===== config.mk =====
export PLATFORM = sky130hd
export DESIGN_NAME = sync_fifo_param
export DESIGN_NICKNAME = d
export VERILOG_FILES = /design/src/rtl/sync_fifo_param.sv
export SDC_FILE = /design/constraint.sdc
export NUM_CORES = 1
export LEC_CHECK = 0
export ABC_AREA = 0
export BUFFER_PORTS_ARGS = -buffer_cell sky130_fd_sc_hd__buf_2
export CAP_MARGIN = 10
export CORE_MARGIN = 8
export CORE_UTILIZATION = 45
export CTS_BUF_LIST = sky130_fd_sc_hd__clkbuf_2 sky130_fd_sc_hd__clkbuf_4 sky130_fd_sc_hd__clkbuf_8
export CTS_CLUSTER_SIZE = 10
export DETAILED_ROUTE_END_ITERATION = 6
export GPL_TIMING_DRIVEN = 1
export MAX_ROUTING_LAYER = met4
export PLACE_DENSITY_LB_ADDON = 0.12
export SKIP_CTS_REPAIR_TIMING = 1
export SYNTH_ARGS = -nofsm -noshare
export SYNTH_HDL_FRONTEND = slang
export SYNTH_SLANG_ARGS = --single-unit

===== constraint.sdc =====
create_clock -name clock -period 2.8 [get_ports clock]
set_input_delay 0.14 -clock clock [delete_from_list [all_inputs] [get_ports clock]]
set_output_delay 0.14 -clock clock [all_outputs]
set_load 0.05 [all_outputs]

===== src/rtl/sync_fifo_param.sv =====
// sync_fifo_param: parametrised single-clock FIFO with occupancy, thresholds and sticky errors.
// Optional first-word-fall-through read mode enabled by SYNC_FIFO_FWFT_EN.  Rev 1.0
`default_nettype none

module sync_fifo_param #(
  parameter int DATA_W    = 8,
  parameter int DEPTH     = 16,
  parameter int AF_THRESH = DEPTH - 2,
  parameter int AE_THRESH = 2
) (
  input  logic                       clock,
  input  logic                       rst,
  input  logic                       wr,
  input  logic [DATA_W-1:0]          din,
  input  logic                       rd,
  input  logic                       clr_err,
  output logic [DATA_W-1:0]          dout,
  output logic                       dout_valid,
  output logic                       full,
  output logic                       empty,
  output logic                       almost_full,
  output logic                       almost_empty,
  output logic [$clog2(DEPTH):0]     count,
  output logic                       overflow,
  output logic                       underflow
);

  localparam int PTR_W = $clog2(DEPTH);
  localparam int CNT_W = PTR_W + 1;
  localparam logic [CNT_W-1:0] FULL_CNT = CNT_W'(DEPTH);
  localparam logic [CNT_W-1:0] AF_CNT   = CNT_W'(AF_THRESH);
  localparam logic [CNT_W-1:0] AE_CNT   = CNT_W'(AE_THRESH);

  logic [DATA_W-1:0] mem [DEPTH];
  logic [PTR_W-1:0]  wptr;
  logic [PTR_W-1:0]  rptr;
  logic              wa;
  logic              ra;

  // Accepts are qualified by the count registered at the start of the cycle.
  assign wa = wr && !full;
  assign ra = rd && !empty;

  assign full         = (count == FULL_CNT);
  assign empty        = (count == '0);
  assign almost_full  = (count >= AF_CNT);
  assign almost_empty = (count <= AE_CNT);

  always_ff @(posedge clock) begin
    if (rst) begin
      wptr  <= '0;
      rptr  <= '0;
      count <= '0;
    end else begin
      if (wa) wptr <= wptr + 1'b1;
      if (ra) rptr <= rptr + 1'b1;
      case ({wa, ra})
        2'b10:   count <= count + 1'b1;
        2'b01:   count <= count - 1'b1;
        default: count <= count;
      endcase
    end
  end

  // Storage is deliberately left out of reset.
  always_ff @(posedge clock) begin
    if (!rst && wa) mem[wptr] <= din;
  end

  // A new error in the same cycle as clr_err takes priority over the clear.
  always_ff @(posedge clock) begin
    if (rst) begin
      overflow  <= 1'b0;
      underflow <= 1'b0;
    end else begin
      if (wr && !wa)   overflow <= 1'b1;
      else if (clr_err) overflow <= 1'b0;
      if (rd && !ra)   underflow <= 1'b1;
      else if (clr_err) underflow <= 1'b0;
    end
  end

`ifdef SYNC_FIFO_FWFT_EN
  // Head word is presented combinationally; zero while empty so reset reads back 0.
  assign dout       = empty ? '0 : mem[rptr];
  assign dout_valid = !empty;
`else
  always_ff @(posedge clock) begin
    if (rst) begin
      dout       <= '0;
      dout_valid <= 1'b0;
    end else begin
      dout_valid <= ra;
      if (ra) dout <= mem[rptr];
    end
  end
`endif

endmodule

`default_nettype wire


## Word level (Yosys, flattened, before mapping)

Memory sizes are Yosys's and may differ from the RTL's. A register that Yosys moved wholly into a read port is not among the register bits.
Index checks and enable logic that the tools add are counted.

| operators by class | value |
|---|---|
| $add $sub $neg | 4 |
| $lt $le $gt $ge | 2 |
| equality and inequality tests | 3 |
| multiplexer cells | 6 |
| reductions and logical operators | 14 |

Operators with widths:

| cell | number |
|---|---|
| $pmux 5 s2 | 1 |
| $add 4x1->4 const B | 2 |
| $reduce_bool 2->1 | 3 |
| $add 5x1->5 const B | 1 |
| $eq 5x5->1 const B | 1 |
| $ge 5x4->1 const B | 1 |
| $le 5x2->1 const B | 1 |
| $logic_and 1x1->1 | 5 |
| $logic_not 1->1 | 5 |
| $logic_not 5->1 | 1 |
| $mux 1 | 5 |
| $sub 5x1->5 const B | 1 |
| $eq 2x1->1 const B | 1 |
| $eq 2x2->1 const B | 1 |

| storage, ports and cells | value |
|---|---|
| register bits | 16 |
| memory bits (writable) | 128 |
| input bits | 13 |
| output and inout port bits | 20 |
| logic and storage cells | 36 |
| memories | 1 |

Memory list:

| name | words | bits a word | rd ports | clocked after memory_dff | write ports | line | RTL |
|---|---|---|---|---|---|---|---|
| mem | 16 | 8 | 1 | 1 | 1 | 34 | `logic [DATA_W-1:0] mem [DEPTH];` |

## Longest topological paths before layout

| logic depth | value |
|---|---|
| depth in word-level cells | 6 |
| gate-level depth with buffers | 10 |
| mapped depth without buffers | 9 |

## Least setup slack after synthesis

Ideal clock, no wire load.

| timing | value |
|---|---|
| path kind | register to output |
| start | register count[1] |
| end | output port almost_empty |
| arrival time | 3.096 ns |
| data required time | 2.660 ns |
| path slack | -0.436 ns |
| cell stages (with the launch flop) | 2 |
| path buffers | 0 |
| cells stage by stage | dfxtp_1 a2111oi_0 |

| on the way | value |
|---|---|
| cells in the longest elaborated chain, start to end | 1 |

RTL lines:

| element | line | RTL |
|---|---|---|
| start: declaration | 23 | `output logic [$clog2(DEPTH):0] count,` |
| start signal: assignment | 58 | `2'b10: count <= count + 1'b1;` |
| start signal: assignment | 59 | `2'b01: count <= count - 1'b1;` |
| start signal: assignment | 60 | `default: count <= count;` |
| $le 5x2->1 | 47 | `assign almost_empty = (count <= AE_CNT);` |
| end: declaration | 22 | `output logic almost_empty,` |

Every way passes these cells.

## Final worst setup path

| timing | value |
|---|---|
| start | register count[0] |
| end | register count[4] |

| on the way | value |
|---|---|
| cells in the longest elaborated chain, start to end | 5 |
| elaborated cells on any way between the ends | 12 |
| those cells by class | add/sub (2); eq/ne (3); mux (1); reduce/logical (6) |

RTL lines:

| element | line | RTL |
|---|---|---|
| $eq 5x5->1 or $logic_not 5->1 (tied branches) | 44, 45 |  |
| $logic_not 1->1, on equally long branches | 41, 42 |  |
| $logic_and 1x1->1, on equally long branches | 41, 42 |  |
| $eq 2x1->1 or $eq 2x2->1 (tied branches) | 57 | `case ({wa, ra})` |
| $pmux 5 s2 or $reduce_bool 2->1 (tied branches) | n/a |  |

Parallel ways exist; a longest one is shown, timed or not.
A chain may end at the register's enable or synchronous reset.

==> impl_metrics.ini <==
[run_status]
status = finished with violations
failed_checks = hold timing

[sta]
rsz0062_at_grt = false
finalHoldViolCount = 1
final.period_utilization_pct = 92.5
fin_setup_tns_ns = 0
setup_viol = 0
period_minus_slack_ns = 2.59
clock.fmax_mhz = 386
worstMarginPinSlew_ns = 0.779
slew_headroom_pct = 47.9
slew_violations = 0
hold_ws_ns = -0.000710
skew_ns = 0.00901

[grt]
global_route.usage.met1_pct = 19.2
grt_pass1_wl_um = 19900
overflow = 0
first_global_vias = 3432
antenna_found_initial = 0
grt.total_usage_pct = 15.9
grt_max_degree = 40
gr-usage-met3_pct = 3.67
grt_use_met2_pct = 24.9
top_usage_layer = met2

[routing]
drt_iter0_markers = 186
drc_errors = 0
wl_um = 12900
drt-wirelength-per-cell_um = 20.4
drt-pass1-iter-count = 4
via_per_inst = 5.31
ant_nets = 0
vias = 3363

[logic_synthesis]
ys_ff_latch = 152
yosysUniqueCellTypes = 36
synth_top_family_by_area = multiplexers
synth_largest_area_cell = edfxtp_1
synth_edf_count = 128
synth.top_cell.area_share_pct = 62.6
synthArstFlopShare_pct = 0
syn-cell-area_sq_mm = 0.00614
seq_area_frac_synth_pct = 70.4
synth_xor_area_share_pct = 1.28
synth_compound_area_share_pct = 6.22
synthCells = 399
avgSynthCellArea_sq_um = 15.4
synth_ff_type = edfxtp_1
yosysWarnings = 0
synth.area.top_cells = edfxtp_1, mux2i_1, dfxtp_1
synth_fa_ha_area_share_pct = 2.16
synth-simple-area-share_pct = 5.99
synth_mux_area_share_pct = 11.3
syn_nets = 422

[place]
gp_congestion = 0.742
hpwlAfterDp_um = 8410
portBuffers = 32

[power]
power_switching_mw = 2.03
clockPowerShare_pct = 28.4
peakVddDrop_mv = 0.481
p_comb_share_pct = 26.3
sw_frac_of_total_pct = 33.6
p_leak_nw = 2.30
internal_power_mw = 4.02
p_seq_share_pct = 45.3
powerDensity_mw_per_mm2 = 871

[floorplanning]
rows = 42
start_util_pct = 46.2
die_height_um = 133
io-pin-count = 33
dieArea_sq_mm = 0.0176
design.core.area_sq_mm = 0.0133
die_width_um = 133

[layout]
area_growth_pct = 13.2
num_antenna_cells = 0
fin_util_pct = 52.3
fin_nets = 467
drive_above_1_share_pct = 19.0

[setup_path]
crit_required_ns = 3.15
slowest_delay_ns = 0.40
startpoint_type = register
path_depth = 9
critical_path_class = reg -> reg
slowest_stage = nor4_2
path_cells = nor4_2 -> a21boi_1 -> inv_1 -> ha_1 -> ha_1 -> a21o_1 -> a21oi_1 -> mux2i_1 -> mux2_2
critPathArrivalTime_ns = 2.94
rr_worst_depth = 9
crit_path_frequent_cell = ha_1
cp_top_family = adder cells
crit_fanout = 7
end_kind = register
critical_path_buf_inv_count = 1

[clocking]
clk_pin_slew_ns = 0.08
cts_root_buffer = clkbuf_8
htree_levels = 4
numCtsBuffers = 17
clk_latency_ns = 0.46
clock-sinks = 152
cts_tree = yes
cts_max_path_buffers = 2

[min_path]
hold_class = in -> reg
whs_path_depth = 3

[job]
max_cap_violations = 0
## power by group through the flow
stage	Combinational (mW)	Clock, mW	Sequential [mW]
finish	1.59	1.72	2.74
global route	1.72	1.85	2.76
CTS	1.60	1.76	2.73
detailed placement	1.59	0	2.78
global placement	1.58	0	2.77
floorplan	0.872	0	3.09
## kinds of logic after synthesis
| kind of cell | Yosys count |
|---|---|
| AO/OA/AOI/OAI | 55 |
| XOR/XNOR | 9 |
| adder cells (fa/ha/maj) | 10 |
| buffers and inverters | 28 |
| flip-flops | 152 |
| multiplexers | 69 |
| AND/OR/NAND/NOR | 76 |
## worst register-to-register path: cells and delay by family, from the launching register on
family	cells	cell delay [ns]
adders and majority gates	2	0.60
muxes	2	0.54
AOI/OAI and AO/OA	3	0.49
and+or+nand+nor	1	0.40
DFF	1	0.37
buffers and inverters	1	0.07
## cells in the mapped netlist (5+ instances only)
master	number
nand3b_1	5
nand2_1	5
inv_1	5
mux2i_1	68
buf_2	9
clkbuf_1	6
xor2_1	6
o22ai_1	32
nor2_1	44
ha_1	9
dfxtp_1	24
buf_4	5
edfxtp_1	128
a211oi_1	8
nor4_1	9
## area by class of cell
cell class | count | area, sq um
fill | 1110 | 6350
sequential | 152 | 4330
multi-input combinational | 219 | 1660
timing repair buffer | 49 | 303
clock buffer | 19 | 249
tap | 176 | 220
clock inverter | 13 | 159
inverter | 5 | 18.8
## final timing paths
check / from / endpoint / slack, ns
min reg2reg: dout[1] / dout[1] / 0.50
min: wr / overflow / -0.0007
max: count[0] / count[4] / 0.21
max reg2reg: count[0] / count[4] / 0.21
## cell usage in the layout, fill, tap and decap left out, types with 4 or more instances in the layout
master	synthesis	routed
clkbuf_8	2	17
bufinv_16	0	4
ha_1	9	9
dfxtp_1	24	18
o22ai_1	32	32
nand3b_1	5	5
a211oi_1	8	8
nor2_1	44	44
dfxtp_2	0	5
buf_2	9	32
buf_4	5	15
mux2i_1	68	68
inv_1	5	5
clkinv_1	0	5
edfxtp_1	128	128
xor2_1	6	6
nor4_1	9	8
nand2_1	5	5
clkinv_2	0	4
## registers in the layout, summed over array words and instances (netlist names)
register,cells
rptr,4
underflow,1
wptr,4
dout_valid,1
count,5
mem,128
overflow,1
dout,8
## layer usage
layer	part of all wire [%]	vias to the layer above	wire length, um
li1	-	1627	-
met1	44	1658	5640
met2	50	59	6450
met3	4.1	19	526
met4	2.2	0	282
met5	0	-	0
## metrics by stage
step	instances	instance area [sq um]	hold slack, ns	power, mW	worst slack (ns)
after detailed placement	600	6520	0.439	4.38	0.0746
after global placement	600	6520	0.433	4.35	0.165
after floorplan	399	6150	0.239	3.96	0.0294
after CTS	632	6930	-0.0543	6.09	0.0627
after global routing	633	6950	0.00600	6.33	0.0136
final	633	6950	-0.000710	6.05	0.210
Power figures use the tool's default switching activity.
